$ cat src/rtl/pulse_cond_if.sv
// Signal bundle between the pulse conditioning stage and its surroundings.
// The environment (master) drives the controls and the raw pulse; the
// conditioning stage (slave) returns the cleaned pulse, edge strobes,
// timestamp and diagnostics.
//
// Flow semantics: there is no valid/ready pair on this bundle. Every output
// is a registered value that is meaningful on every clock after reset, and
// the consumer cannot apply backpressure. A strobe (edge_rise, edge_fall,
// pulse_full) is an event for exactly the one cycle it is high.
interface pulse_cond_if #(
    parameter int FILT_W   = 8,
    parameter int GLITCH_W = 16
);
    logic                ena;
    logic                pulse_in;
    logic [FILT_W-1:0]   filt_len;
    logic                glitch_clr;
    logic                pulse;
    logic                edge_rise;
    logic                edge_fall;
    logic [31:0]         count;
    logic                pulse_full;
    logic [GLITCH_W-1:0] glitch_cnt;

    modport master (
        output ena, pulse_in, filt_len, glitch_clr,
        input  pulse, edge_rise, edge_fall, count, pulse_full, glitch_cnt
    );

    modport slave (
        input  ena, pulse_in, filt_len, glitch_clr,
        output pulse, edge_rise, edge_fall, count, pulse_full, glitch_cnt
    );
endinterface

$ cat src/rtl/pulse_cond.sv
// Front-end conditioning for the pulse period/width measurement block.
// Synchronises the raw pulse, rejects glitches shorter than filt_len+1
// enabled cycles, produces the free-running timestamp with its wrap strobe,
// and counts rejected glitches for diagnostics.
// CNT_RST is the value count takes on reset; it is 0 in every real use and
// only exists so a simulation can reach the 32-bit wrap quickly.
module pulse_cond #(
    parameter int          FILT_W   = 8,
    parameter int          GLITCH_W = 16,
    parameter logic [31:0] CNT_RST  = 32'h0
) (
    input  logic         clk,
    input  logic         rst,
    pulse_cond_if.slave  bus
);

    logic                s1;
    logic                s2;
    logic                pulse_q;
    logic                edge_rise_q;
    logic                edge_fall_q;
    logic [FILT_W-1:0]   stab;
    logic [31:0]         count_q;
    logic                pulse_full_q;
    logic [GLITCH_W-1:0] glitch_q;

    logic                mismatch;
    logic                stable_enough;
    logic                glitch_hit;

    // Decode the filter decision for the current cycle.
    always_comb begin
        mismatch      = (s2 != pulse_q);
        stable_enough = (stab >= bus.filt_len);
        glitch_hit    = bus.ena && !mismatch && (stab != '0);
    end

    // Two-flop synchroniser; runs regardless of ena so it never holds stale data.
    always_ff @(posedge clk) begin
        if (rst) begin
            s1 <= 1'b0;
            s2 <= 1'b0;
        end else begin
            s1 <= bus.pulse_in;
            s2 <= s1;
        end
    end

    // Stability filter: flip only after filt_len+1 consecutive enabled
    // mismatching cycles; a mismatch run that ends early is a glitch. The >=
    // compare lets a lowered filt_len take effect on the next mismatch.
    always_ff @(posedge clk) begin
        if (rst) begin
            pulse_q     <= 1'b0;
            stab        <= '0;
            edge_rise_q <= 1'b0;
            edge_fall_q <= 1'b0;
        end else begin
            edge_rise_q <= 1'b0;
            edge_fall_q <= 1'b0;
            if (bus.ena) begin
                if (mismatch) begin
                    if (stable_enough) begin
                        pulse_q     <= s2;
                        stab        <= '0;
                        edge_rise_q <= s2;
                        edge_fall_q <= !s2;
                    end else begin
                        stab <= stab + FILT_W'(1);
                    end
                end else if (stab != '0) begin
                    stab <= '0;
                end
            end
        end
    end

    // Saturating rejected-glitch counter; a clear wins over a same-cycle glitch.
    always_ff @(posedge clk) begin
        if (rst) begin
            glitch_q <= '0;
        end else if (bus.glitch_clr) begin
            glitch_q <= '0;
        end else if (glitch_hit && (glitch_q != '1)) begin
            glitch_q <= glitch_q + GLITCH_W'(1);
        end
    end

    // Timestamp counter; pulse_full marks the cycle in which count shows 0
    // after rolling over, so a reset value of 0 never raises it.
    always_ff @(posedge clk) begin
        if (rst) begin
            count_q      <= CNT_RST;
            pulse_full_q <= 1'b0;
        end else begin
            pulse_full_q <= 1'b0;
            if (bus.ena) begin
                count_q      <= count_q + 32'd1;
                pulse_full_q <= (count_q == 32'hFFFF_FFFF);
            end
        end
    end

    // All outputs come straight from flops clocked on the same edge.
    always_comb begin
        bus.pulse      = pulse_q;
        bus.edge_rise  = edge_rise_q;
        bus.edge_fall  = edge_fall_q;
        bus.count      = count_q;
        bus.pulse_full = pulse_full_q;
        bus.glitch_cnt = glitch_q;
    end

endmodule

$ cat src/flat_wrapper.sv
// flat-port wrapper written by rule: the top's interface ports become plain ports
module pulse_cond_flat 
#(
    parameter int          FILT_W   = 8,
    parameter int          GLITCH_W = 16,
    parameter logic [31:0] CNT_RST  = 32'h0
)
  (clk, rst, bus_ena, bus_pulse_in, bus_filt_len, bus_glitch_clr, bus_pulse, bus_edge_rise, bus_edge_fall, bus_count, bus_pulse_full, bus_glitch_cnt);
  pulse_cond_if #(.FILT_W(FILT_W), .GLITCH_W(GLITCH_W)) bus_i ();
  input  logic clk;
  input  logic rst;
  input wire logic [$bits(bus_i.ena)-1:0] bus_ena;
  input wire logic [$bits(bus_i.pulse_in)-1:0] bus_pulse_in;
  input wire logic [$bits(bus_i.filt_len)-1:0] bus_filt_len;
  input wire logic [$bits(bus_i.glitch_clr)-1:0] bus_glitch_clr;
  output wire logic [$bits(bus_i.pulse)-1:0] bus_pulse;
  output wire logic [$bits(bus_i.edge_rise)-1:0] bus_edge_rise;
  output wire logic [$bits(bus_i.edge_fall)-1:0] bus_edge_fall;
  output wire logic [$bits(bus_i.count)-1:0] bus_count;
  output wire logic [$bits(bus_i.pulse_full)-1:0] bus_pulse_full;
  output wire logic [$bits(bus_i.glitch_cnt)-1:0] bus_glitch_cnt;
  assign bus_i.ena = bus_ena;
  assign bus_i.pulse_in = bus_pulse_in;
  assign bus_i.filt_len = bus_filt_len;
  assign bus_i.glitch_clr = bus_glitch_clr;
  assign bus_pulse = bus_i.pulse;
  assign bus_edge_rise = bus_i.edge_rise;
  assign bus_edge_fall = bus_i.edge_fall;
  assign bus_count = bus_i.count;
  assign bus_pulse_full = bus_i.pulse_full;
  assign bus_glitch_cnt = bus_i.glitch_cnt;
  pulse_cond #(.FILT_W(FILT_W), .GLITCH_W(GLITCH_W), .CNT_RST(CNT_RST)) u_core (.clk(clk), .rst(rst), .bus(bus_i));
endmodule
$ cat config.mk
export PLATFORM = sky130hd
export DESIGN_NAME = pulse_cond_flat
export DESIGN_NICKNAME = d
export VERILOG_FILES = /design/src/rtl/pulse_cond_if.sv /design/src/rtl/pulse_cond.sv /design/src/flat_wrapper.sv
export SDC_FILE = /design/constraint.sdc
export NUM_CORES = 1
export LEC_CHECK = 0
export CAP_MARGIN = 25
export CORE_MARGIN = 5
export CORE_UTILIZATION = 37
export DETAILED_ROUTE_END_ITERATION = 6
export SLEW_MARGIN = 10
export SYNTH_ARGS = -nofsm -noshare
export SYNTH_HDL_FRONTEND = slang
export SYNTH_SLANG_ARGS = --single-unit
$ cat constraint.sdc
create_clock -name clk -period 2.5 [get_ports clk]
set_input_delay 0.625 -clock clk [delete_from_list [all_inputs] [get_ports clk]]
set_output_delay 0.625 -clock clk [all_outputs]
set_load 0.005 [all_outputs]
Word level (Yosys, flattened, before mapping):

Index checks and enable logic that the tools add are counted.

* logic and storage cells: 34
* bits of input ports: 13
* output and inout port bits: 52
* register bits: 62

* reduce and logical (&&, ||, !) cells: 12
* order comparisons: 1
* bitwise logic cells: 3
* add/subtract/negate cells: 3
* equality and inequality tests: 3
* multiplexer cells: 3

Operators by type and width (number)
* adder 32 x 1 -> 32 bit, second input constant: 1
* == test 32 bit, second input constant: 1
* 2-to-1 mux 8 bit: 3
* adder 16 x 1 -> 16 bit, second input constant: 1
* != test 16 bit, second input constant: 1
* adder 8 x 1 -> 8 bit, second input constant: 1
* greater-or-equal comparator 8 bit: 1
* nonzero test 8 bit: 1
* OR reduction 2 bit: 2
* OR reduction 4 bit: 1
* logical AND 1 bit: 3
* inverter 1 bit: 3
* AND reduction 3 bit: 1
* zero test 1 bit: 2
* AND reduction 2 bit: 1
* nonzero test 2 bit: 1
* != test 1 bit: 1

Logic depth before layout (Yosys ltp):

* depth in word-level cells: 5
* depth in mapped cells: 8
* mapped depth without buffers: 7

Least setup slack after synthesis:

OpenSTA, ideal clock, no wires.

* kind: input -> register
* from: input bus_filt_len[6]
* to: register u_core.stab[7]
* setup slack: 420 ps
* data arrival time: 1984 ps
* data required time: 2405 ps
* cell stages on the path: 7
* path buffers: 0
* setup time: 95 ps
* path through: inv_1 ha_1 a21o_1 a221oi_1 o211a_2 nand2_1 o311ai_1

* word-level cells in the longest chain between the ends: 3

RTL lines
* start, declared: RTL line flat_wrapper.sv:14 `input wire logic [$bits(bus_i.filt_len)-1:0] bus_filt_len;`
* greater-or-equal comparator 8 bit: RTL line pulse_cond.sv:34 `stable_enough = (stab >= bus.filt_len);`
* 2-to-1 mux 8 bit: RTL line pulse_cond.sv:63 `if (stable_enough) begin`
* 2-to-1 mux 8 bit: RTL line pulse_cond.sv:62 `if (mismatch) begin`
* end signal, assigned: RTL line pulse_cond.sv:69 `stab <= stab + FILT_W'(1);`
* end, declared: RTL line pulse_cond.sv:22 `logic [FILT_W-1:0] stab;`

Every way passes these cells.
A chain may end at the register's enable or synchronous reset.

Final worst setup path:

Ends and elaborated chain as after synthesis.

==> results.yml <==
finish:
  n_antenna_cell: 0
  area_delta_synth_final_pct: 30.63
  stdcell_area_sq_um: 3991
  final_common_cell: "clkdlybuf4s50_1"
  fillCellCount: 800
  utilization: 0.4907
  final_nets: 442
  final_cell_mix: "clkdlybuf4s50_1, dfxtp_1, nor2_1"
  drive_above_1_share: 0.08115
  fin_cells: 524
die:
  die_y_microns: 100.9
  initial_utilization: 0.3756
  rows: 33
  fp.dieW_microns: 100.9
  pin_count: 65
  dieArea_sq_um: 10180
  core_area_sq_um: 8134
logic_synthesis:
  synth_top_family_by_area: "simple AND/OR/NAND/NOR gates"
  yosysWarnings: 0
  yosysSeqAreaShare: 0.4062
  ys_ff_latch: 62
  ys_types: 46
  syn_nets: 371
  synth_compound_area_frac: 0.05733
  synth-xor-area-share: 0.1400
  synthCells: 346
  yosysTopAreaCell: "dfxtp_1"
  synth_top_area_frac: 0.4062
  ys_top_cells_by_area: "dfxtp_1, xnor2_1, nor2_1"
  synth_simple_gate_area_frac: 0.3079
  synth-adder-area-share: 0.04914
  synth_area_sq_um: 3055
  synthMuxAreaShare: 0.003276
  syn_avg_cell_area_sq_um: 8.831
min_path:
  min-delay-path-class: "flip-flop to flip-flop"
drt:
  drt_wl_total_mm: 6.925
  routed_via_density: 4.992
  drt-pass1-iter-count: 4
  drtIter0Drc: 94
  drc: 0
  via_count: 2616
  route.detailed.wl_per_inst_microns: 13.22
  ant_nets: 0
placed_design:
  dp_slack_ps: -122.6
  place_congestion: 0.8435
  port_buffers: 64
  dp_cells: 511
  dp_hpwl_mm: 5.094
  post_dp_cell_area_sq_um: 3830
clock_network:
  cts_buffers: 9
  ctsHtreeMaxLevel: 3
  cts_sinks: 62
  post_cts_resized: 0
  path_clk_slew_ps: 60
  cts_tree: "built"
  cts_root_buf: "clkbuf_8"
  cts_buffer_depth: 2
  clk_latency_ps: 330
  postCtsSetupRepairBufs: 0
  hold_buffers: 0
sta:
  post-route-period-util: 0.9141
  holdWs_ps: 438.7
  hold_violations: 0
  drv_slew: 0
  max_clock_freq_mhz: 437.6
  tightest_slew_ps: 632.0
  rsz0062_at_grt: "no"
  skew_ps: 5.355
  period_minus_slack_ps: 2285
  relSlewSlack: 0.5748
  setup_viol: 0
  setup_slack_ps: 214.7
job:
  cap_violations: 0
global_route:
  grt_max_degree: 39
  antenna_found_initial: 0
  grt_util_all_layers: 0.1442
  grt_pass1_wl_mm: 11.92
  grt_overflow: 0
  grt_pass1_vias: 2568
power:
  leakage_nw: 1.378
  irDropWorstVdd_mv: 0.2586
  p_per_area_nw_per_um2: 459.0
setup_path:
  cp_data_arrival_time_ps: 2520
  criticalPathCategory: "input port to flip-flop"
  startpoint_type: "input port"
  critPathSlowestCell: "clkdlybuf4s50_1"
  end_kind: "flip-flop"
  required_ps: 2740
  crit_chain: "clkdlybuf4s50_1 > inv_1 > ha_1 > a21o_1 > a221oi_1 > o211a_2 > nand2_1 > o311ai_1"
  crit_fanout: 4
  max_stage_delay_ps: 450
status:
  status: "finished, final reports clean"
-- worst paths after layout --
| check | from | endpoint | slack [ps] | cells after the start |
|---|---|---|---|---|
| worst max-delay path | bus_filt_len[6] | u_core.stab[7] | 210 | 8 |
| worst max register to register | u_core.bus.glitch_cnt[0] | u_core.bus.glitch_cnt[11] | 390 | 7 |
| worst min-delay path | u_core.s1 | u_core.s2 | 440 | 1 |
| worst min register to register | u_core.s1 | u_core.s2 | 440 | 1 |
-- registers in the layout, summed over array words and instances (netlist names) --
| name | flops |
|---|---|
| u_core.bus.count | 32 |
| u_core.bus.edge_fall | 1 |
| u_core.bus.edge_rise | 1 |
| u_core.bus.glitch_cnt | 16 |
| u_core.bus.pulse | 1 |
| u_core.bus.pulse_full | 1 |
| u_core.s1 | 1 |
| u_core.s2 | 1 |
| u_core.stab | 8 |
-- kinds of logic after synthesis --
kind of cell / Yosys count
AOI/OAI and AO/OA: 23
xor gates and xnor gates: 48
adders and majority gates: 12
buffers and inverters: 26
muxes: 1
and+or+nand+nor: 174
DFF: 62
-- metal layers --
metal	up-vias	global-route usage	wire (microns)
li1	1357	-	-
met1	1190	0.1867	3278
met2	65	0.2248	3163
met3	4	0.05744	441
met4	0	0.03523	41
met5	-	0	0
-- through the flow --
step / setup TNS, ps / power (mW)
global placement: -161.4 / 1.112
floorplan: 0 / 1.070
CTS: 0 / 1.868
detailed placement: -457.9 / 1.114
global route: 0 / 1.926
finish: 0 / 1.832
-- layout make-up --
cell class / instances / area [sq um] / area share
Clock buffer: 11 / 151.4 / 0.03793
Clock inverter: 2 / 10.01 / 0.002508
Inverter: 14 / 52.55 / 0.01317
Multi-Input combinational cell: 258 / 1704 / 0.4270
Sequential cell: 62 / 1241 / 0.3110
Tap cell: 105 / 131.4 / 0.03292
Timing Repair Buffer: 72 / 700.7 / 0.1755
-- Yosys cell counts (all sizes together) --
cell	n
a21o	3
a21oi	4
a221oi	1
a22oi	1
a31oi	1
a32o	1
a41oi	1
and2	2
and3	8
and3b	1
and4	5
buf	7
clkbuf	5
dfxtp	62
ha	12
inv	14
mux2i	1
nand2	19
nand2b	2
nand3	12
nand3b	1
nand4	25
nand4b	1
nor2	58
nor2b	4
nor3	8
nor3b	1
nor4	16
nor4bb	1
o211a	1
o211ai	1
o21ai	8
o311ai	1
or2	4
or3	4
or3b	1
or4b	1
xnor2	28
xor2	20
-- worst max-delay path, delay by kind of cell --
family / cells / cell delay (ps)
AO/OA/AOI/OAI: 4 / 1000
adder cells (fa/ha/maj): 1 / 300
buffers and inverters: 2 / 490
AND/OR/NAND/NOR: 1 / 110
-- power breakdown --
group | switching (mW) | total (mW) | internal (mW)
sequential | 0.00901 | 1.00 | 0.994
clock | 0.348 | 0.741 | 0.393
combinational | 0.0439 | 0.0880 | 0.0441
total | 0.401 | 1.83 | 1.43
Note: power is estimated with default switching activity, not from simulation.
